<file path="src/rtl/ex_hazard_ctrl_pkg.sv">
// Shared encodings for the execute-stage hazard controller: forwarding selects,
// controller FSM states and the default register-address width.
package ex_hazard_ctrl_pkg;

  localparam int unsigned REG_W = 3;

  typedef enum logic [1:0] {
    FWD_RF    = 2'b00,
    FWD_EXMEM = 2'b01,
    FWD_MEMWB = 2'b10
  } fwdSelE;

  typedef enum logic [1:0] {
    RUN   = 2'b00,
    STALL = 2'b01,
    HALT  = 2'b10
  } ctrlStateE;

endpackage

</file>
<file path="src/rtl/hazard_slot.sv">
// One shadow slot tracking the destination of the instruction in a pipeline stage.
// A bubble loads an empty slot, which can never match a source register.
module hazard_slot #(
  parameter int unsigned REG_W = ex_hazard_ctrl_pkg::REG_W
) (
  input  logic             clk,
  input  logic             rst,
  input  logic             bubble,
  input  logic             dValid,
  input  logic             dWrEn,
  input  logic [REG_W-1:0] dWrReg,
  input  logic             dIsLoad,
  output logic             qValid,
  output logic             qWrEn,
  output logic [REG_W-1:0] qWrReg,
  output logic             qIsLoad
);

  always_ff @(posedge clk or negedge rst) begin
    if (!rst) begin
      qValid  <= 1'b0;
      qWrEn   <= 1'b0;
      qWrReg  <= '0;
      qIsLoad <= 1'b0;
    end else if (bubble) begin
      qValid  <= 1'b0;
      qWrEn   <= 1'b0;
      qWrReg  <= '0;
      qIsLoad <= 1'b0;
    end else begin
      qValid  <= dValid;
      qWrEn   <= dWrEn;
      qWrReg  <= dWrReg;
      qIsLoad <= dIsLoad;
    end
  end

endmodule

</file>
<file path="src/rtl/ex_hazard_ctrl.sv">
// Execute-stage hazard controller: registered operand forwarding selects, load-use
// stall/bubble, branch flush, sticky halt on execute error, saturating event counters.
module ex_hazard_ctrl #(
  parameter int unsigned REG_W = ex_hazard_ctrl_pkg::REG_W,
  parameter int unsigned CNT_W = 16
) (
  input  logic             clk,
  input  logic             rst,
  input  logic             id_valid,
  input  logic             id_rs_use,
  input  logic [REG_W-1:0] id_rs,
  input  logic             id_rt_use,
  input  logic [REG_W-1:0] id_rt,
  input  logic             id_wr_en,
  input  logic [REG_W-1:0] id_wr_reg,
  input  logic             id_is_load,
  input  logic             ex_br_taken,
  input  logic             ex_err,
  output logic             stall_if_id,
  output logic             bubble_ex,
  output logic             flush_if_id,
  output logic [1:0]       fwd_a_sel,
  output logic [1:0]       fwd_b_sel,
  output logic             halted,
  output logic [CNT_W-1:0] stall_cnt,
  output logic [CNT_W-1:0] flush_cnt
);

  import ex_hazard_ctrl_pkg::*;

  logic             exValid, exWrEn, exIsLoad;
  logic [REG_W-1:0] exWrReg;
  logic             memValid, memWrEn, memIsLoad;
  logic [REG_W-1:0] memWrReg;
  logic             wbValid, wbWrEn, wbIsLoad;
  logic [REG_W-1:0] wbWrReg;

  hazard_slot #(.REG_W(REG_W)) uExSlot (
    .clk(clk), .rst(rst), .bubble(bubble_ex),
    .dValid(id_valid), .dWrEn(id_wr_en), .dWrReg(id_wr_reg), .dIsLoad(id_is_load),
    .qValid(exValid), .qWrEn(exWrEn), .qWrReg(exWrReg), .qIsLoad(exIsLoad)
  );

  hazard_slot #(.REG_W(REG_W)) uMemSlot (
    .clk(clk), .rst(rst), .bubble(1'b0),
    .dValid(exValid), .dWrEn(exWrEn), .dWrReg(exWrReg), .dIsLoad(exIsLoad),
    .qValid(memValid), .qWrEn(memWrEn), .qWrReg(memWrReg), .qIsLoad(memIsLoad)
  );

  hazard_slot #(.REG_W(REG_W)) uWbSlot (
    .clk(clk), .rst(rst), .bubble(1'b0),
    .dValid(memValid), .dWrEn(memWrEn), .dWrReg(memWrReg), .dIsLoad(memIsLoad),
    .qValid(wbValid), .qWrEn(wbWrEn), .qWrReg(wbWrReg), .qIsLoad(wbIsLoad)
  );

  // WB results reach EX through the register file, so the WB slot only drains.
  logic unusedSlotBits;
  assign unusedSlotBits = ^{memIsLoad, wbValid, wbWrEn, wbWrReg, wbIsLoad};

  logic exHitA, exHitB, memHitA, memHitB, loadUse;
  assign exHitA  = exValid  & exWrEn  & (exWrReg  == id_rs) & id_rs_use;
  assign exHitB  = exValid  & exWrEn  & (exWrReg  == id_rt) & id_rt_use;
  assign memHitA = memValid & memWrEn & (memWrReg == id_rs) & id_rs_use;
  assign memHitB = memValid & memWrEn & (memWrReg == id_rt) & id_rt_use;
  assign loadUse = id_valid & exIsLoad & (exHitA | exHitB);

  ctrlStateE state, nextState;

  always_comb begin
    stall_if_id = 1'b0;
    bubble_ex   = 1'b0;
    flush_if_id = 1'b0;
    nextState   = state;
    if (state == HALT) begin
      stall_if_id = 1'b1;
      bubble_ex   = 1'b1;
    end else begin
      flush_if_id = ex_br_taken;
      bubble_ex   = ex_br_taken | loadUse;
      stall_if_id = loadUse & ~ex_br_taken;
    end
    if (ex_err) begin
      nextState = HALT;
    end else begin
      case (state)
        RUN:     if (loadUse && !ex_br_taken) nextState = STALL;
        STALL:   nextState = RUN;
        default: nextState = HALT;
      endcase
    end
    // Strobes are forced low for the whole reset assertion, not just after the edge.
    if (!rst) begin
      stall_if_id = 1'b0;
      bubble_ex   = 1'b0;
      flush_if_id = 1'b0;
    end
  end

  always_ff @(posedge clk or negedge rst) begin
    if (!rst) state <= RUN;
    else      state <= nextState;
  end

  assign halted = (state == HALT);

  fwdSelE fwdA, fwdB, nextFwdA, nextFwdB;

  always_comb begin
    nextFwdA = FWD_RF;
    nextFwdB = FWD_RF;
    if (!bubble_ex && id_valid) begin
      if (exHitA)       nextFwdA = FWD_EXMEM;
      else if (memHitA) nextFwdA = FWD_MEMWB;
      if (exHitB)       nextFwdB = FWD_EXMEM;
      else if (memHitB) nextFwdB = FWD_MEMWB;
    end
  end

  always_ff @(posedge clk or negedge rst) begin
    if (!rst) begin
      fwdA <= FWD_RF;
      fwdB <= FWD_RF;
    end else begin
      fwdA <= nextFwdA;
      fwdB <= nextFwdB;
    end
  end

  assign fwd_a_sel = fwdA;
  assign fwd_b_sel = fwdB;

  always_ff @(posedge clk or negedge rst) begin
    if (!rst) begin
      stall_cnt <= '0;
      flush_cnt <= '0;
    end else if (state != HALT) begin
      if (stall_if_id && stall_cnt != '1) stall_cnt <= stall_cnt + CNT_W'(1);
      if (flush_if_id && flush_cnt != '1) flush_cnt <= flush_cnt + CNT_W'(1);
    end
  end

endmodule
</file>
<file path="config.mk">
export PLATFORM = sky130hd
export DESIGN_NAME = ex_hazard_ctrl
export DESIGN_NICKNAME = d
export VERILOG_FILES = /design/src/rtl/ex_hazard_ctrl_pkg.sv /design/src/rtl/hazard_slot.sv /design/src/rtl/ex_hazard_ctrl.sv
export SDC_FILE = /design/constraint.sdc
export NUM_CORES = 1
export LEC_CHECK = 0
export CAP_MARGIN = 20
export CORE_ASPECT_RATIO = 0.75
export CORE_MARGIN = 2
export CORE_UTILIZATION = 40
export DETAILED_ROUTE_END_ITERATION = 10
export GPL_ROUTABILITY_DRIVEN = 0
export PLACE_DENSITY_LB_ADDON = 0.3
export SYNTH_ARGS = -nofsm -noshare
export SYNTH_HDL_FRONTEND = slang
export SYNTH_SLANG_ARGS = --single-unit
export TNS_END_PERCENT = 30
</file>
<file path="constraint.sdc">
create_clock -name clk -period 2.1 [get_ports clk]
set_clock_uncertainty 0.05 [all_clocks]
set_input_delay 0.21 -clock clk [delete_from_list [all_inputs] [get_ports clk]]
set_output_delay 0.21 -clock clk [all_outputs]
set_load 0.02 [all_outputs]
</file>
==> out/metrics.csv, run 1 <==
stage;metric;value;unit
yosys;yosys warns;0;
power;Flop pwr share;0.570;
critical_path;r2r startpoint;uExSlot.qWrReg[0];
clocking;Num CTS Buffers;5;
critical_path;crit-path max cell delay;0.45;ns
yosys;syn_area_per_cell;11.5;um2
critical_path;Critical Path RT;2.23;ns
power;sw frac;0.219;
floorplan;die width;91.2;um
power;Worst VDD drop;0.275;mV
floorplan;Initial Util;0.422;
critical_path;Bufs and invs on worst path;1;
placement;dpl cell area;0.00308;mm2
yosys;syn nets;218;
power;Cell Pwr Density;510;mW/mm2
critical_path;critical-path maximum fanout;3;
clocking;postcts setup bufs;0;
timing;final hold violations;0;
detailed_routing;Post-route DRC;0;
run_status;status;complete, no violations;
critical_path;Worst Setup End Kind;flip-flop;
timing;Slew Limit Headroom;0.734;
detailed_routing;ANT nets after route;0;
critical_path;crit path kind;flip-flop to flip-flop;
critical_path;R2R depth;6;
worst_hold_path;WHS Path Cells;0;
critical_path;FF-to-FF setup slack;0.004;ns
detailed_routing;routed vias;1756;
yosys;Seq/Total Area, Yosys;0.537;
clocking;clk slew on worst S/H paths;0.08;ns
layout;Multi-input gate area;0.00114;mm2
layout;Inserted Diodes;0;
clocking;Clock Tree Buf Depth;2;
layout;Syn-to-layout area delta;46.1;%
detailed_routing;Initial DRC Count;58;
clocking;clk sinks;49;
detailed_routing;DR WL/cell;13.8;um
detailed_routing;routed vias/inst;4.91;
yosys;synth unique cells;30;
timing;Slew Viols, Final;0;
critical_path;Critical R2R Capture;stall_cnt[1];
critical_path;Critical Path AT;2.23;ns
layout;Fillers;483;
layout;Register Area;0.00123;mm2
grt;vias in the first global route;1783;
job;max-capacitance violation count;0;
floorplan;die area;0.00633;mm2
critical_path;crit path cell chain;xor2_2 -> nor4_4 -> o21ai_2 -> buf_6 -> or3_4 -> mux2_4;
worst_hold_path;min-delay src;uExSlot.qValid;
placement;post-DP HPWL;3.56;mm
critical_path;slowest cell on the critical path;dfrtp_2;
grt;largest net degree at the start of global routing;21;
floorplan;Die Span Y;69.4;um
critical_path;startpoint types;flip-flop;
yosys;FF+latch count, synth;49;
yosys;Netlist Area Pre-Place;0.00228;mm2
yosys;Syn Inst Count;198;
worst_hold_path;worst hold endpoint;uMemSlot.qValid;
detailed_routing;TritonRoute pass-1 iters;4;
grt;initial antenna violation count;0;
timing;# setup viols final;0;
floorplan;row count;23;
timing;crit path time final;2.10;ns
grt;grt ovf;0;
power;overall power;1.70;mW
timing;fin crit share;0.998;
power;Sw Pwr;373;uW
timing;worst-margin pin slew;0.398;ns
timing;unrepaired setup endpoints after global routing;true;
layout;post-layout instance area;0.00333;mm2
power;combinational share of power;0.081;
critical_path;CP delay by family, top;simple AND/OR/NAND/NOR gates;
timing;hold_ws;0.376;ns
timing;Fmax achieved;0.477;GHz
placement;IO buf count;57;
clocking;latest clock arrival within the worst-skew pair;0.30;ns
clocking;CTS tree;yes;
floorplan;I/O Pins;58;
layout;layout cells sized above 1;0.191;
power;total internal power;1.33;mW
clocking;clk root buf;clkbuf_8;
clocking;CTS H-tree depth;2;
layout;final net count;302;
power;Lkg Pwr;1.44;nW
grt;first-pass GRT wire length;8.42;mm
floorplan;CORE AREA;0.00541;mm2
worst_hold_path;min-delay worst type;flip-flop to flip-flop;
critical_path;Worst Setup SP;uExSlot.qWrReg[0];
detailed_routing;total wire length;4.94;mm
grt;GRT Total Usage;0.165;
power;clock network power share;0.349;
==> how the worst max path moves through the flow <==
| stage | to | slack [ns] | depth (start not counted) |
|---|---|---|---|
| final | stall_cnt[1] | 0.004 | 6 |
| after global routing | stall_cnt[1] | -0.07 | 6 |
| after CTS | stall_cnt[1] | -0.005 | 6 |
| after detailed placement | bubble_ex | -0.31 | 7 |
| after global placement | bubble_ex | -0.27 | 7 |
| after floorplan | stall_if_id | 0.05 | 5 |
==> flip-flops by register name (all words and copies together), names as in the netlist <==
name,flops
stall_cnt,16
uMemSlot.qWrEn,1
fwd_a_sel,2
fwd_b_sel,2
uExSlot.qValid,1
uExSlot.qIsLoad,1
uMemSlot.qValid,1
uMemSlot.qWrReg,3
uExSlot.qWrReg,3
uExSlot.qWrEn,1
state,2
flush_cnt,16
==> through the flow <==
step	std cells	setup slack (ns)	util	setup TNS, ns
CTS	358	-0.00515	0.593	-0.00515
floorplan	198	0.0546	-	0
detailed placement	347	-0.314	0.569	-3.08
global route	358	-0.0696	0.616	-0.314
global placement	347	-0.274	0.569	-2.24
finish	358	0.00443	0.616	0
==> metal layers <==
| layer | track usage | wire length [um] |
|---|---|---|
| met5 | 0 | 0 |
| met4 | 0.0522 | 41 |
| met3 | 0.0380 | 219 |
| met2 | 0.244 | 2210 |
| met1 | 0.242 | 2480 |
==> power by group through the flow <==
| stage | Combinational (mW) | Clock (mW) | Sequential (mW) |
|---|---|---|---|
| floorplan | 0.0399 | 0 | 0.987 |
| global placement | 0.130 | 0 | 0.987 |
| detailed placement | 0.132 | 0 | 0.987 |
| CTS | 0.136 | 0.620 | 0.968 |
| global route | 0.149 | 0.659 | 0.970 |
| finish | 0.137 | 0.594 | 0.968 |
==> cell usage after synthesis <==
| library cell | instances | area [um2] |
|---|---|---|
| a21boi_0 | 1 | 7.51 |
| a31oi_1 | 1 | 6.26 |
| and2_1 | 10 | 62.6 |
| and3_1 | 7 | 43.8 |
| and4_1 | 3 | 26.3 |
| buf_1 | 1 | 3.75 |
| buf_2 | 3 | 15.0 |
| dfrtp_1 | 49 | 1230 |
| ha_1 | 2 | 25.0 |
| inv_1 | 4 | 15.0 |
| mux2_2 | 1 | 11.3 |
| mux2_4 | 1 | 15.0 |
| nand2_1 | 14 | 52.6 |
| nand2b_1 | 2 | 12.5 |
| nand3_1 | 14 | 70.1 |
| nand4_1 | 11 | 68.8 |
| nor2_1 | 5 | 18.8 |
| nor3_1 | 6 | 30.0 |
| nor3b_1 | 3 | 22.5 |
| nor4_1 | 4 | 25.0 |
| nor4_2 | 2 | 25.0 |
| nor4_4 | 2 | 42.5 |
| nor4b_1 | 4 | 35.0 |
| o21ai_2 | 2 | 17.5 |
| o21ba_2 | 1 | 10.0 |
| or2_2 | 1 | 6.26 |
| or3_4 | 1 | 11.3 |
| or3b_1 | 1 | 8.76 |
| xnor2_1 | 21 | 184 |
| xor2_1 | 21 | 184 |
==> cell usage in the layout (no fill, tap or decap), types with 5 or more instances in the layout <==
| cell type | Yosys | routed |
|---|---|---|
| xor2_1 | 21 | 20 |
| xnor2_1 | 21 | 21 |
| and2_1 | 10 | 10 |
| nor2_1 | 5 | 5 |
| nand2_1 | 14 | 14 |
| clkdlybuf4s50_1 | 0 | 54 |
| and3_1 | 7 | 7 |
| dfrtp_1 | 49 | 48 |
| buf_4 | 0 | 19 |
| nor4_4 | 2 | 7 |
| nor3_1 | 6 | 5 |
| clkbuf_8 | 0 | 7 |
| nand3_1 | 14 | 13 |
| nand4_1 | 11 | 11 |
==> cells by family after synthesis <==
kind of cell / Yosys count / share of synthesized area
xor+xnor: 42 / 0.161
mux: 2 / 0.0115
compound gates: 5 / 0.0181
simple gates: 90 / 0.246
fa+ha+maj: 2 / 0.0110
flops: 49 / 0.537
buf+inv: 8 / 0.0148
==> final cells by class <==
class                      count  share of cell area
sequential                    49               0.368
multi-input combinational    141               0.342
timing repair buffer          81               0.227
clock buffer                   7              0.0289
tap                           75              0.0282
inverter                       4             0.00450
clock inverter                 1             0.00150
==> timing repair <==
action,in CTS,in global routing
endpoints found under the hold margin,7,0
pin swaps,1,14
hold buffers,3,0
resized for setup,10,21
setup endpoints to repair,5,18
No activity file was read; power rests on OpenSTA's default activity.
==> run 2: changes to the inputs <==
--- a/config.mk
+++ b/config.mk
@@ -14,5 +14,6 @@
 export PLACE_DENSITY_LB_ADDON = 0.3
 export SYNTH_ARGS = -nofsm -noshare
 export SYNTH_HDL_FRONTEND = slang
+export SYNTH_HIERARCHICAL = 1
 export SYNTH_SLANG_ARGS = --single-unit
 export TNS_END_PERCENT = 30
==> run 2 against run 1 <==
Clock power decreased by 4.2%. Largest cell class unchanged. Total power decreased by 0.96%. Routed wire length increased by 5.4%. The run now ends with setup timing left. Sequential share of layout area decreased by 0.17 points. Sequential cell count unchanged. Sequential power about the same. Combinational power increased by 7%. Clock-buffer cell count decreased by 2.
==> out/metrics.csv, run 2 <==
stage;metric;value;unit;change
yosys;yosys warns;6;;+6
clocking;CTS H-tree depth;2;;unchanged
detailed_routing;ANT nets after route;0;;unchanged
yosys;Syn Inst Count;207;;+4.5%
floorplan;CORE AREA;0.00547;mm2;+1.1%
layout;Largest regs;flush_cnt (16), stall_cnt (16);;
placement;IO buf count;57;;unchanged
critical_path;Critical Path AT;1.90;ns;-0.33 ns
critical_path;FF-to-FF setup slack;0.07;ns;+0.07 ns
grt;grt ovf;0;;unchanged
layout;final net count;318;;+5.3%
grt;GRT Total Usage;0.170;;+0.00501
detailed_routing;Post-route DRC;0;;unchanged
timing;final worst slack;-0.0588;ns;-0.0633 ns
clocking;CTS tree;yes;;
floorplan;die area;0.00641;mm2;+1.2%
clocking;clk slew on worst S/H paths;0.10;ns;+0.02 ns
power;Worst VDD drop;0.256;mV;-7.0%
placement;post-DP HPWL;3.79;mm;+6.5%
timing;unrepaired setup endpoints after global routing;true;;
detailed_routing;TritonRoute pass-1 iters;4;;unchanged
timing;Slew Viols, Final;0;;unchanged
clocking;clk sinks;49;;unchanged
layout;Post-Route Utilization;0.612;;-0.00374
clocking;latest clock arrival within the worst-skew pair;0.31;ns;about the same
detailed_routing;total wire length;5.21;mm;+5.4%
power;Cell Pwr Density;503;mW/mm2;-1.4%
timing;# setup viols final;1;;+1
grt;largest net degree at the start of global routing;22;;+4.8%
power;Lkg Pwr;1.56;nW;+8.4%
floorplan;Die Span Y;69.8;um;+0.59%
layout;most frequent cells in the layout;53 x clkdlybuf4s50_1, 48 x dfrtp_1, 23 x buf_4, 21 x xor2_1, 21 x nand2_1;;
placement;Place WS;-0.470;ns;-0.156 ns
layout;commonest non-fill, non-tap cell in the layout;clkdlybuf4s50_1;;
timing;worst-margin pin slew;0.534;ns;+0.136 ns
grt;initial antenna violation count;0;;unchanged
clocking;clk root buf;clkbuf_8;;
floorplan;row count;23;;unchanged
critical_path;Bufs and invs on worst path;2;;+1
clocking;Num CTS Buffers;5;;unchanged
timing;Fmax achieved;0.463;GHz;-2.9%
worst_hold_path;WHS Path Cells;1;;+1
critical_path;crit path kind;flip-flop to output port;;
timing;final hold violations;0;;unchanged
grt;first-pass GRT wire length;8.61;mm;+2.3%
layout;Inserted Diodes;0;;unchanged
critical_path;Worst Setup End Kind;output port;;
timing;Slew Limit Headroom;0.641;;-0.0927
critical_path;critical-path maximum fanout;3;;unchanged
run_status;failing checks;setup timing;;
detailed_routing;Initial DRC Count;65;;+12%
detailed_routing;routed vias;1829;;+4.2%
critical_path;Critical Path RT;1.84;ns;-0.39 ns
floorplan;die width;91.8;um;+0.60%
detailed_routing;DR WL/cell;13.9;um;+0.85%
critical_path;critical path depth;7;;+1
timing;fin crit share;1.03;;+0.0301
layout;layout cells sized above 1;0.177;;-0.0136
critical_path;CP delay by family, top;flip-flops;;
critical_path;R2R depth;9;;+3
floorplan;Initial Util;0.423;;+0.000823
clocking;Clock Tree Buf Depth;2;;unchanged
yosys;Netlist Area Pre-Place;0.00231;mm2;+1.3%
critical_path;crit-path max cell delay;0.44;ns;about the same
layout;Syn-to-layout area delta;44.9;%;
critical_path;slowest cell on the critical path;dfrtp_2;;
critical_path;startpoint types;flip-flop;;
yosys;syn_area_per_cell;11.2;um2;-3.1%
grt;vias in the first global route;1824;;+2.3%
layout;Fillers;459;;-5.0%
timing;crit path time final;2.16;ns;+0.0633 ns
critical_path;crit path cell chain;buf_4 -> xor2_4 -> nor4_4 -> o21bai_2 -> or2_4 -> a21boi_2 -> buf_6;;
floorplan;I/O Pins;58;;unchanged
run_status;status;finished, violations left;;
worst_hold_path;min-delay worst type;flip-flop to flip-flop;;
detailed_routing;routed vias/inst;4.89;;-0.30%
job;max-capacitance violation count;0;;unchanged
-- run 2: worst register-to-register path: stages, from the launching register on --
cell and delay [ns]:
dfrtp_2 0.44, buf_4 0.16, xor2_4 0.16, nor4_4 0.19
buf_4 0.16, buf_4 0.13, o221ai_4 0.13, buf_12 0.18
nor3_4 0.18, xor2_1 0.16
-- run 2: final cells by class --
class	count	area, um2	share of cell area
clock buffer	5	68.8	0.0206
clock inverter	3	25.0	0.00747
inverter	3	11.3	0.00336
multi-input combinational	156	1140	0.342
sequential	49	1230	0.367
tap	75	93.8	0.0280
timing repair buffer	83	777	0.232
-- run 2: path summary, 6_finish.rpt --
| kind | from | endpoint |
|---|---|---|
| max | uExSlot/qWrReg[1] | stall_if_id |
| min | state[0] | state[0] |
| max reg2reg | uExSlot/qWrReg[1] | stall_cnt[7] |
| min reg2reg | state[0] | state[0] |
| max in group asynchronous | rst | uMemSlot/qWrReg[0] |
| min in group asynchronous | rst | uExSlot/qWrReg[2] |
-- run 2: power breakdown --
group	total (mW)	switching (mW)	internal [mW]
Sequential	0.966	0.0116	0.955
Combinational	0.147	0.0697	0.0773
Clock	0.569	0.328	0.241
-- run 2: timing repair --
item                                    CTS  global route
hold buffers                              2             0
gates cloned                              0             0
endpoints found under the setup margin    2             5
gates resized for setup                  15             9
pin swaps                                 6             4
setup buffers                             2             1
endpoints found under the hold margin     8             0
-- run 2: through the flow --
step	hold WS, ns	std cells	cell area [um2]	power, mW	setup TNS [ns]
final	0.376	374	3350	1.68	-0.0588
after CTS	0.376	373	3280	1.70	-0.0511
after global routing	0.385	374	3350	1.76	-0.218
after floorplan	-0.136	211	2330	1.03	0
after global placement	0.0473	361	3140	1.12	-0.839
after detailed placement	0.0464	361	3140	1.12	-0.938
-- run 2: routing by layer --
metal | up-vias | part of all wire | track usage
met5 | - | 0 | 0
met4 | 0 | 0.010 | 0.0365
met3 | 7 | 0.039 | 0.0489
met2 | 40 | 0.47 | 0.259
met1 | 896 | 0.49 | 0.243
li1 | 886 | - | -
==> run 3: changes to the inputs <==
--- a/config.mk
+++ b/config.mk
@@ -8,7 +8,8 @@
 export CAP_MARGIN = 20
 export CORE_ASPECT_RATIO = 0.75
 export CORE_MARGIN = 2
-export CORE_UTILIZATION = 40
+export CORE_UTILIZATION = 44
+export CTS_CLUSTER_DIAMETER = 40
 export DETAILED_ROUTE_END_ITERATION = 10
 export GPL_ROUTABILITY_DRIVEN = 0
 export PLACE_DENSITY_LB_ADDON = 0.3
==> run 3 against run 2 <==
Final cell count decreased by 2.4%. First-iteration DRC count up 46%. Register-to-register slack better by 0.13 ns. Total power decreased by 3.3%. Maximum frequency rose by 2.5%. Global-route usage up 0.14 points. Routed wire length shrank 8.9%. Critical path depth decreased by 1. Design area fell by 3.8%. Combinational power down 8%. Critical endpoint unchanged. Sequential share of layout area grew 1.5 points. Largest power group unchanged. The flow still finishes with violations (setup timing).
==> out/metrics.csv, run 3 (synthesis gave the netlist of run 2 again) <==
stage;metric;value;unit;change
run_status;status;finished, violations left;;
run_status;failing checks;setup timing;;
detailed_routing;ANT nets after route;0;;unchanged
layout;Syn-to-layout area delta;39.3;%;
timing;worst-margin pin slew;0.556;ns;+0.0228 ns
detailed_routing;total wire length;4.75;mm;-8.9%
layout;final net count;312;;-1.9%
clocking;latest clock arrival within the worst-skew pair;0.29;ns;-0.02 ns
placement;placed cells;356;;-1.4%
layout;commonest non-fill, non-tap cell in the layout;clkdlybuf4s50_1;;
clocking;CTS tree;yes;;
critical_path;Critical Path AT;1.85;ns;-0.05 ns
grt;vias in the first global route;1658;;-9.1%
clocking;clk root buf;clkbuf_8;;
timing;Slew Limit Headroom;0.626;;-0.0153
critical_path;crit path kind;flip-flop to output port;;
timing;# setup viols final;1;;unchanged
layout;post-layout instance area;0.00322;mm2;-3.8%
critical_path;Worst Setup End Kind;output port;;
critical_path;startpoint types;flip-flop;;
grt;largest net degree at the start of global routing;33;;+50%
layout;Largest regs;flush_cnt (16), stall_cnt (16);;
placement;post-DP HPWL;3.56;mm;-6.1%
detailed_routing;Post-route DRC;0;;unchanged
floorplan;row count;22;;-4.3%
grt;grt ovf;0;;unchanged
grt;initial antenna violation count;0;;unchanged
grt;first-pass GRT wire length;7.87;mm;-8.7%
layout;Post-Layout Cell Count;365;;-2.4%
timing;unrepaired setup endpoints after global routing;true;;
layout;Post-Route Utilization;0.646;;+0.0338
clocking;Num CTS Buffers;5;;unchanged
detailed_routing;DR WL/cell;13.0;um;-6.6%
detailed_routing;routed vias;1786;;-2.4%
timing;fin crit share;1.00;;-0.0251
clocking;Clock Tree Buf Depth;2;;unchanged
power;Worst VDD drop;0.219;mV;-15%
placement;dpl cell area;0.00311;mm2;-1.0%
detailed_routing;routed vias/inst;4.89;;about the same
worst_hold_path;min-delay worst type;input port to async pin;;
timing;crit path time final;2.11;ns;-0.0527 ns
floorplan;I/O Pins;58;;unchanged
critical_path;critical-path maximum fanout;3;;unchanged
layout;Fillers;418;;-8.9%
clocking;clk sinks;49;;unchanged
timing;final setup TNS;-0.00612;ns;+0.0527 ns
layout;Inserted Diodes;0;;unchanged
floorplan;Die Span Y;66.8;um;-4.4%
timing;final hold violations;0;;unchanged
job;max-capacitance violation count;0;;unchanged
floorplan;die width;87.7;um;-4.4%
floorplan;CORE AREA;0.00498;mm2;-8.9%
grt;GRT Total Usage;0.172;;+0.00143
critical_path;Critical Path RT;1.84;ns;about the same
timing;Fmax achieved;0.475;GHz;+2.5%
clocking;clk slew on worst S/H paths;0.08;ns;-0.02 ns
detailed_routing;Initial DRC Count;95;;+46%
detailed_routing;TritonRoute pass-1 iters;4;;unchanged
power;Cell Pwr Density;505;mW/mm2;+0.59%
timing;final worst slack;-0.00612;ns;+0.0527 ns
floorplan;die area;0.00585;mm2;-8.6%
power;Lkg Pwr;1.49;nW;-4.5%
layout;most frequent cells in the layout;53 x clkdlybuf4s50_1, 48 x dfrtp_1, 21 x xor2_1, 21 x nand2_1, 20 x buf_4;;
layout;layout cells sized above 1;0.140;;-0.0373
power;overall power;1.63;mW;-3.3%
timing;Slew Viols, Final;0;;unchanged
clocking;CTS H-tree depth;2;;unchanged
placement;IO buf count;57;;unchanged
floorplan;Initial Util;0.464;;+0.0412
-- run 3: path summary, 6_finish.rpt --
path | from | end | slack (ns) | depth (start not counted)
worst min-delay path | rst | state[0] | 0.22 | 2
max in group asynchronous | rst | stall_cnt[1] | 1.16 | 3
min in group clk | state[0] | state[0] | 0.38 | 1
worst min register to register | state[0] | state[0] | 0.38 | 1
worst max-delay path | uExSlot/qWrReg[2] | stall_if_id | -0.006 | 6
worst max register to register | uExSlot/qWrReg[2] | stall_cnt[9] | 0.20 | 7
-- run 3: worst max-delay path, stage by stage, from the launching register on --
cell,delay (ns)
dfrtp_1,0.42
xor2_1,0.20
nor4_4,0.28
o21bai_1,0.13
or2_4,0.25
a21boi_2,0.13
buf_4,0.15
-- run 3: final cells by class --
| type | count | area, um2 | area share |
|---|---|---|---|
| flip-flops and latches | 49 | 1230 | 0.381 |
| multi-input cells | 156 | 1090 | 0.339 |
| repair buffers | 77 | 719 | 0.223 |
| well taps | 72 | 90.1 | 0.0280 |
| clock buffers | 8 | 80.1 | 0.0249 |
| inverters | 3 | 11.3 | 0.00350 |
-- run 3: power by group --
part | switching, mW | total (mW) | internal [mW]
Combinational | 0.0643 | 0.135 | 0.0710
Clock | 0.288 | 0.525 | 0.237
Sequential | 0.0119 | 0.967 | 0.955
Total | 0.364 | 1.63 | 1.26
-- run 3: layer usage --
metal  track usage  wire length, um  vias to the layer above
met5             0                0                        -
li1              -                -                      868
met2         0.263             2020                       56
met3        0.0409              217                        5
met4        0.0346               34                        0
met1         0.249             2470                      857
-- run 3: timing repair --
action	4_1_cts	5_1_grt
setup endpoints to repair	2	3
pin swaps	6	2
resized for setup	13	1
setup buffers	0	0
hold buffers	1	0
endpoints found under the hold margin	17	0
-- run 3: metrics by stage --
| step | hold slack [ns] | worst slack [ns] |
|---|---|---|
| floorplan | -0.136 | 0.0283 |
| global placement | -0.00444 | -0.537 |
| detailed placement | -0.00585 | -0.537 |
| CTS | 0.214 | -0.0306 |
| global route | 0.219 | -0.0918 |
| finish | 0.216 | -0.00612 |
